File: src/rtl/multicycle_ripple_adder.sv
// Multi-cycle add/subtract: one SLICE-bit ripple stage reused NSLICE times with a registered carry.
// Optional signed-overflow output `ovf` enabled by defining ADDER_OVF_EN.
module mra_slice #(
  parameter int SLICE = 4
) (
  input  logic [SLICE-1:0] a,
  input  logic [SLICE-1:0] b,
  input  logic             ci,
  output logic [SLICE-1:0] s,
  output logic             co
);
  logic [SLICE:0] t;
  assign t  = {1'b0, a} + {1'b0, b} + {{SLICE{1'b0}}, ci};
  assign s  = t[SLICE-1:0];
  assign co = t[SLICE];
endmodule

module multicycle_ripple_adder #(
  parameter int WIDTH = 16,
  parameter int SLICE = 4
) (
  input  logic             clk,
  input  logic             rst_n,
  input  logic             start,
  input  logic             sub,
  input  logic             cin,
  input  logic [WIDTH-1:0] a,
  input  logic [WIDTH-1:0] b,
  output logic             busy,
  output logic             done,
  output logic [WIDTH-1:0] s,
  output logic             co
`ifdef ADDER_OVF_EN
  ,
  output logic             ovf
`endif
);
  localparam int NSLICE = (SLICE > 0) ? WIDTH / SLICE : 1;
  localparam int IDXW   = (NSLICE > 1) ? $clog2(NSLICE) : 1;
  localparam logic [IDXW-1:0] LAST = IDXW'(NSLICE - 1);

  if (SLICE < 1 || (WIDTH % ((SLICE < 1) ? 1 : SLICE)) != 0) begin : g_bad_cfg
    $error("multicycle_ripple_adder: WIDTH must be a positive multiple of SLICE");
  end

  typedef enum logic [1:0] {IDLE, BUSY, DONE} state_t;
  state_t state, state_nxt;

  logic [WIDTH-1:0] op_a, op_b, work, work_nxt;
  logic             carry;
  logic [IDXW-1:0]  idx;
  logic [SLICE-1:0] sl_a, sl_b, sl_sum;
  logic             sl_co;

  assign sl_a = op_a[idx*SLICE +: SLICE];
  assign sl_b = op_b[idx*SLICE +: SLICE];

  mra_slice #(.SLICE(SLICE)) u_slice (
    .a  (sl_a),
    .b  (sl_b),
    .ci (carry),
    .s  (sl_sum),
    .co (sl_co)
  );

  // Merge the slice being finished so the last slice lands in s on the same edge.
  always_comb begin
    work_nxt = work;
    work_nxt[idx*SLICE +: SLICE] = sl_sum;
  end

  always_ff @(posedge clk or negedge rst_n) begin
    if (!rst_n) state <= IDLE;
    else        state <= state_nxt;
  end

  always_comb begin
    state_nxt = state;
    case (state)
      IDLE:    if (start) state_nxt = BUSY;
      BUSY:    if (idx == LAST) state_nxt = DONE;
      DONE:    state_nxt = IDLE;
      default: state_nxt = IDLE;
    endcase
  end

  assign busy = (state == BUSY);
  assign done = (state == DONE);

`ifdef ADDER_OVF_EN
  logic c_msb;
  // Carry into the MSB recovered from the MSB sum bit: s = a ^ b ^ cin.
  assign c_msb = sl_a[SLICE-1] ^ sl_b[SLICE-1] ^ sl_sum[SLICE-1];
`endif

  always_ff @(posedge clk or negedge rst_n) begin
    if (!rst_n) begin
      op_a  <= '0;
      op_b  <= '0;
      work  <= '0;
      carry <= 1'b0;
      idx   <= '0;
      s     <= '0;
      co    <= 1'b0;
`ifdef ADDER_OVF_EN
      ovf   <= 1'b0;
`endif
    end else begin
      case (state)
        IDLE: if (start) begin
          op_a  <= a;
          op_b  <= sub ? ~b : b;
          carry <= sub ? 1'b1 : cin;
          idx   <= '0;
        end
        BUSY: begin
          work  <= work_nxt;
          carry <= sl_co;
          idx   <= idx + IDXW'(1);
          if (idx == LAST) begin
            s  <= work_nxt;
            co <= sl_co;
`ifdef ADDER_OVF_EN
            ovf <= c_msb ^ sl_co;
`endif
          end
        end
        default: ;
      endcase
    end
  end
endmodule

File: config.mk
export PLATFORM = sky130hd
export DESIGN_NAME = multicycle_ripple_adder
export DESIGN_NICKNAME = d
export VERILOG_FILES = /design/src/rtl/multicycle_ripple_adder.sv
export SDC_FILE = /design/constraint.sdc
export NUM_CORES = 1
export LEC_CHECK = 0
export ABC_CLOCK_PERIOD_IN_PS = 2580
export CORE_MARGIN = 5
export CORE_UTILIZATION = 47
export CTS_CLUSTER_DIAMETER = 30
export DETAILED_ROUTE_END_ITERATION = 12
export PLACE_DENSITY = 0.75
export SETUP_SLACK_MARGIN = 0.5
export SLEW_MARGIN = 20
export SYNTH_ARGS = -nofsm -noshare
export SYNTH_HDL_FRONTEND = slang
export SYNTH_HIERARCHICAL = 1
export SYNTH_SLANG_ARGS = --single-unit
File: constraint.sdc
create_clock -name clk -period 2.58 [get_ports clk]
set_input_delay 0.387 -clock clk [delete_from_list [all_inputs] [get_ports clk]]
set_output_delay 0.387 -clock clk [all_outputs]
set_load 0.05 [all_outputs]
# After elaboration in Yosys (flattened, before gate mapping)

Cells that the tools add are included.

Reductions and logical operators: 6
Equality and inequality tests: 5
Mux-type cells: 10
Add/subtract/negate cells: 4
Bitwise operators: 1
Shift operators: 4

Operators by type and width:

| kind                      | number |
|---|---|
| $neg A4 Y34               | 1 |
| $shift A4 B34 Y16 const A | 1 |
| $shiftx A4 B34 Y16        | 1 |
| $shiftx A16 B5 Y4         | 2 |
| $bwmux W16                | 1 |
| $mux W16                  | 1 |
| $not A16 Y16              | 1 |
| $pmux W2 S2               | 2 |
| $reduce_and A2 Y1         | 4 |
| $mux W2                   | 3 |
| $add A4 B4 Y5             | 1 |
| $add A5 B1 Y5             | 1 |
| $eq A2 B2 Y1 const B      | 2 |
| $add A2 B1 Y2 const B     | 1 |
| $eq A2 B1 Y1 const B      | 1 |
| $logic_not A2 Y1          | 1 |
| $mux W1                   | 2 |
| $ne A2 B1 Y1 const B      | 1 |
| $ne A2 B2 Y1 const B      | 1 |
| $pmux W1 S2               | 1 |
| $reduce_bool A2 Y1        | 1 |

Output and inout bits: 19
Register bits after elaboration: 70
Logic and storage cells: 38
Input bits: 37

# Depth between registers and ports, before layout

Depth in word-level cells: 5
Gate-level depth with buffers: 10
Gate-level depth less buffers: 9

# By module

Netlist, hierarchy kept.

By module, submodules not included:

| module                  | cells each | area an instance (um^2) | instances |
|---|---|---|---|
| multicycle_ripple_adder | 256        | 3098.0                  | 1 |
| mra_slice               | 16         | 143.9                   | 1 |

# Least setup slack after synthesis

Ideal clock, no wire load.

Kind: flip-flop to flip-flop
From: register idx[0]
To: register s[3]
Library setup time: 0.127 ns
Cell stages (with the launch flop): 9
Slack: 0.132 ns
Required time: 2.453 ns
Data arrival time: 2.321 ns
Cell sequence: dfrtp_1 > buf_6 > mux4_2 > fa_1 > a21o_1 > a21oi_2 > xnor2_1 > a221oi_1 > nor2_1

Cells in the longest elaborated chain, start to end: 5
Elaborated cells between the ends (all ways): 10
Those cells by class: add/sub: 3; eq/ne: 1; shift: 4; mux: 1; reduce/logical: 1

RTL lines:

| element                  | RTL line | text |
|---|---|---|
| start: declaration       | 51       | `logic [IDXW-1:0] idx;` |
| start signal: assignment | 119      | `idx <= idx + IDXW'(1);` |
| $shiftx A16 B5 Y4        | 55       | `assign sl_a = op_a[idx*SLICE +: SLICE];` |
| via sl_a[0]              | 52       | `logic [SLICE-1:0] sl_a, sl_b, sl_sum;` |
| $add A4 B4 Y5            | 13       | `assign t = {1'b0, a} + {1'b0, b} + {{SLICE{1'b0}}, ci};` |
| $add A5 B1 Y5            | 13       |  |
| via sl_sum[3]            | 52       |  |
| $shiftx A4 B34 Y16       | 69       | `work_nxt[idx*SLICE +: SLICE] = sl_sum;` |
| $bwmux W16               | 69       |  |
| end signal: assignment   | 121      | `s <= work_nxt;` |
| end: declaration         | 31       | `output logic [WIDTH-1:0] s,` |

The timed path passes the listed nets, and every way through them passes these cells.
A chain may end at the register's enable or synchronous reset.

# Worst setup path in the final report

From: register idx[0]
To: register s[11]

Cells in the longest elaborated chain, start to end: 5
Elaborated cells between the ends (all ways): 10
Those cells by class: add/sub: 3; eq/ne: 1; shift: 4; mux: 1; reduce/logical: 1

RTL lines:

| element            | RTL line | text |
|---|---|---|
| $shiftx A16 B5 Y4  | 56       | `assign sl_b = op_b[idx*SLICE +: SLICE];` |
| via sl_b[0]        | 52       |  |
| $add A4 B4 Y5      | 13       |  |
| $add A5 B1 Y5      | 13       |  |
| via sl_sum[3]      | 52       |  |
| $shiftx A4 B34 Y16 | 69       |  |
| $bwmux W16         | 69       |  |

The timed path passes the listed nets, and every way through them passes these cells.

==> impl_results.html <==
<table>
<tr><th>Metric</th><th>Value</th></tr>
<tr><th colspan="2">Power</th></tr>
<tr><td>Logic gate share of total power</td><td>59.7%</td></tr>
<tr><td>Leak pwr</td><td>0.00174 uW</td></tr>
<tr><td>Power density cells</td><td>1540 nW/um^2</td></tr>
<tr><td>Relative contribution of sequential cells to total power</td><td>28.8%</td></tr>
<tr><td>Reported net switching power</td><td>2750 uW</td></tr>
<tr><td>Power share of the clock group</td><td>11.5%</td></tr>
<tr><td>Switching share of power</td><td>43.1%</td></tr>
<tr><td>Internal Dissipation</td><td>3620 uW</td></tr>
<tr><td>Maximum vdd ir drop</td><td>0.000862 V</td></tr>
<tr><th colspan="2">Drt</th></tr>
<tr><td>Uppermost layer routed</td><td>met4</td></tr>
<tr><td>Drc violations</td><td>0</td></tr>
<tr><td>Met3 Routed Length</td><td>382 um</td></tr>
<tr><td>Vias</td><td>2294</td></tr>
<tr><td>Avg Vias per Cell</td><td>5.44</td></tr>
<tr><td>Total met2 wirelength after detailed routing</td><td>3320 um</td></tr>
<tr><td>Post-route ant nets</td><td>0</td></tr>
<tr><td>Wire length on met1</td><td>2790 um</td></tr>
<tr><td>Avg WL per Cell</td><td>15.5 um</td></tr>
<tr><td>Detailed Routing Iterations Pass 1</td><td>4</td></tr>
<tr><td>Aggregate routed wire length</td><td>6540 um</td></tr>
<tr><td>Number of DRC markers in iteration 0</td><td>105</td></tr>
<tr><th colspan="2">Clocking</th></tr>
<tr><td>Worst skew pair latency</td><td>0.33 ns</td></tr>
<tr><td>Max Root-Sink Buffers</td><td>2</td></tr>
<tr><td>Clock slew at reported path FFs</td><td>0.07 ns</td></tr>
<tr><td>CTS H-Tree Depth</td><td>3</td></tr>
<tr><td>Clock tree from TritonCTS</td><td>built</td></tr>
<tr><td>CTS Buf Count</td><td>9</td></tr>
<tr><td>Root buffer selected by CTS</td><td>sky130_fd_sc_hd__clkbuf_8</td></tr>
<tr><td>CTS sink count</td><td>66</td></tr>
<tr><th colspan="2">Critical path</th></tr>
<tr><td>Crit path arrival time</td><td>2.59 ns</td></tr>
<tr><td>Start of the worst register-to-register path</td><td>idx[0]</td></tr>
<tr><td>Launching element type of the critical path</td><td>register</td></tr>
<tr><td>Worst EP required</td><td>2.78 ns</td></tr>
<tr><td>Worst Path Max Fanout</td><td>6</td></tr>
<tr><td>CP endpoint kind</td><td>register</td></tr>
<tr><td>Launching instance or port of the critical path</td><td>idx[0]</td></tr>
<tr><td>Number of cells on the worst reg-to-reg path</td><td>7</td></tr>
<tr><td>Setup Crit Path Kind</td><td>register to register</td></tr>
<tr><th colspan="2">Placed design</th></tr>
<tr><td>Port bufs</td><td>55</td></tr>
<tr><td>Routability cong.</td><td>0.803</td></tr>
<tr><td>Sum of net half-perimeters after detailed placement</td><td>4660 um</td></tr>
<tr><td>Number of instances in the placed design</td><td>399</td></tr>
<tr><th colspan="2">Global route</th></tr>
<tr><td>Antenna violations before repair</td><td>0</td></tr>
<tr><td>Global-route wire length before repair</td><td>11100 um</td></tr>
<tr><td>Largest net degree at the start of global routing</td><td>58</td></tr>
<tr><td>GRT Total Usage</td><td>16.4%</td></tr>
<tr><td>Total global routing overflow</td><td>0</td></tr>
<tr><td>Via count of the first global-routing pass</td><td>2356</td></tr>
<tr><th colspan="2">Cells and area</th></tr>
<tr><td>Share of cells above drive strength 1</td><td>21.1%</td></tr>
<tr><td>Number of antenna repair diodes</td><td>0</td></tr>
<tr><td>Relative area change from synthesis to final layout</td><td>27.8%</td></tr>
<tr><td>Number of nets at the end of the flow</td><td>384</td></tr>
<tr><td>Final std cells w/o fill</td><td>422</td></tr>
<tr><th colspan="2">Logic synthesis</th></tr>
<tr><td>Number of library cell types mapped by synthesis</td><td>38</td></tr>
<tr><td>Most used flip-flop cell after synthesis</td><td>sky130_fd_sc_hd__dfrtp_1</td></tr>
<tr><td>Netlist area before placement</td><td>3240 um^2</td></tr>
<tr><td>Sequential share of the synthesized area</td><td>50.9%</td></tr>
<tr><td>Synthesis Warnings</td><td>6</td></tr>
<tr><td>Number of nets produced by synthesis</td><td>319</td></tr>
<tr><td>Mean post-synth cell area</td><td>11.9 um^2</td></tr>
<tr><td>Post-synthesis sequential element count</td><td>66</td></tr>
<tr><td>Mapped Cells</td><td>272</td></tr>
<tr><td>Number of enable-type register cells in the synthesized netlist</td><td>0</td></tr>
<tr><td>Async set-or-reset flop fraction in the synthesized netlist</td><td>100%</td></tr>
<tr><th colspan="2">STA</th></tr>
<tr><td>Final-report setup violation count</td><td>0</td></tr>
<tr><td>RSZ-0062 raised after global routing</td><td>true</td></tr>
<tr><td>Highest Clock Rate</td><td>420 MHz</td></tr>
<tr><td>Final Hold Fails</td><td>0</td></tr>
<tr><td>Worst clock skew</td><td>0.00557 ns</td></tr>
<tr><td>Worst slew slack as a fraction of its limit</td><td>66.3%</td></tr>
<tr><td>Number of slew-limit violations in the final report</td><td>0</td></tr>
<tr><td>Pin slew with the least headroom to its limit</td><td>0.505 ns</td></tr>
<tr><td>Minimum period implied by the final worst setup slack</td><td>2.38 ns</td></tr>
<tr><td>Setup TNS after final layout</td><td>0 ns</td></tr>
<tr><td>Share of the clock period used by the worst path</td><td>92.4%</td></tr>
<tr><th colspan="2">Die</th></tr>
<tr><td>Starting density of the core</td><td>48.0%</td></tr>
<tr><td>Area of the core region</td><td>6760 um^2</td></tr>
<tr><td>Number of top-level pins</td><td>56</td></tr>
<tr><td>Die boundary width</td><td>93.1 um</td></tr>
<tr><td>Chip height</td><td>93.1 um</td></tr>
<tr><td>DIE AREA</td><td>8660 um^2</td></tr>
<tr><td>Number of rows created at floorplan</td><td>30</td></tr>
<tr><th colspan="2">Worst hold path</th></tr>
<tr><td>Type of the most critical hold path</td><td>input pin to async pin</td></tr>
<tr><th colspan="2">Outcome</th></tr>
<tr><td>Outcome</td><td>complete, no violations</td></tr>
<tr><th colspan="2">Job</th></tr>
<tr><td>Max-capacitance violation count</td><td>0</td></tr>
</table>
-- what timing repair did --
item | in CTS | in global routing
setup buffers | 1 | 5
hold buffers | 1 | 0
resized for setup | 4 | 3
pin swaps | 5 | 7
endpoints found under the setup margin | 31 | 28
endpoints found under the hold margin | 9 | 0
-- placed cells by master (no fill, tap or decap), types with 4 or more instances in the layout --
cell                               n
sky130_fd_sc_hd__a32o_1           14
sky130_fd_sc_hd__dfrtp_1          65
sky130_fd_sc_hd__nand3b_1          5
sky130_fd_sc_hd__o21ai_1           4
sky130_fd_sc_hd__inv_1             7
sky130_fd_sc_hd__xnor2_1          17
sky130_fd_sc_hd__nor2_1           28
sky130_fd_sc_hd__a21oi_1          19
sky130_fd_sc_hd__buf_4            14
sky130_fd_sc_hd__ha_1              7
sky130_fd_sc_hd__o211ai_1          4
sky130_fd_sc_hd__mux4_2            8
sky130_fd_sc_hd__nand2_1          20
sky130_fd_sc_hd__clkdlybuf4s50_1  52
sky130_fd_sc_hd__mux2_2           16
sky130_fd_sc_hd__clkbuf_8         10
-- final cells by class --
class	count	area [um^2]
multi-input combinational	177	1480
fill	576	2610
inverter	11	47.5
timing repair buffer	72	701
clock buffer	13	149
sequential	66	1650
tap	80	100
clock inverter	3	15.0
-- logic make-up (layout without fill, tap and decap cells) --
group           Yosys count  after routing  synth area share (%)
compound gates           55             55                  12.4
xor+xnor                 18             18                  4.86
fa+ha+maj                10             10                  4.32
buf+inv                  29             99                  4.82
flops                    66             66                  50.9
mux                      24             24                  11.1
simple gates             70             70                  11.5
-- flip-flops by register name (all words and copies together), names as in the netlist --
name	flops
idx	2
carry	1
state	2
op_a	16
co	1
work	12
op_b	16
s	16
-- worst max-delay path, stage by stage, from the launching register on --
cell,delay [ns]
sky130_fd_sc_hd__dfrtp_2,0.46
sky130_fd_sc_hd__mux4_2,0.55
sky130_fd_sc_hd__fa_2,0.42
sky130_fd_sc_hd__a21o_1,0.18
sky130_fd_sc_hd__a21oi_2,0.16
sky130_fd_sc_hd__xnor2_2,0.14
sky130_fd_sc_hd__a32oi_1,0.25
sky130_fd_sc_hd__a21oi_1,0.10
-- synth_stat cells, types with 2 or more instances --
library cell                n  area [um^2]
sky130_fd_sc_hd__nand3_1    3         15.0
sky130_fd_sc_hd__xnor2_1   18          158
sky130_fd_sc_hd__a21o_1     2         15.0
sky130_fd_sc_hd__dfrtp_1   66         1650
sky130_fd_sc_hd__nor3b_2    2         25.0
sky130_fd_sc_hd__nand3b_1   5         37.5
sky130_fd_sc_hd__a221oi_1   4         35.0
sky130_fd_sc_hd__buf_4      8         60.1
sky130_fd_sc_hd__nand2_1   20         75.1
sky130_fd_sc_hd__o211ai_1   4         30.0
sky130_fd_sc_hd__fa_1       2         40.0
sky130_fd_sc_hd__a32o_1    14          140
sky130_fd_sc_hd__ha_1       8          100
sky130_fd_sc_hd__nor2_1    28          105
sky130_fd_sc_hd__a32oi_1    3         26.3
sky130_fd_sc_hd__buf_2      8         40.0
sky130_fd_sc_hd__mux4_2     8          180
sky130_fd_sc_hd__o21ai_0    4         20.0
sky130_fd_sc_hd__inv_1     10         37.5
sky130_fd_sc_hd__nor2b_1    3         18.8
sky130_fd_sc_hd__nand2b_1   2         12.5
sky130_fd_sc_hd__mux2_2    16          180
sky130_fd_sc_hd__a21oi_1   19         95.1
-- worst paths after layout --
check	slack (ns)	end
max in group asynchronous	1.54	idx[0]
min reg2reg	0.47	co
max	0.20	s[11]
min	0.46	op_a[4]
min in group clk	0.47	co
max reg2reg	0.20	s[11]
-- power groups by stage --
stage               Combinational [uW]  Sequential (uW)  Clock [uW]
floorplan                         2280             2160           0
global placement                  3430             1840           0
detailed placement                3500             1860           0
CTS                               3570             1840         750
global route                      4130             1900         809
finish                            3810             1830         731
-- per-layer routing --
metal	track usage (%)	vias up
met4	4.76	0
met2	27.0	61
met3	5.23	6
li1	-	1098
met5	0	-
met1	20.9	1129
-- through the flow --
step	utilization, %	hold slack, ns	total power [uW]	worst slack, ns	instance area [um^2]
3_5_place_dp	57.7	0.278	5360	0.0543	3900
3_3_place_gp	57.7	0.269	5280	0.112	3900
4_1_cts	60.5	0.462	6160	0.197	4090
5_1_grt	61.3	0.489	6840	0.0571	4140
6_report	61.3	0.460	6370	0.197	4140
2_1_floorplan	-	0.0914	4440	0.228	3270
(Power assumes the default switching activity.)
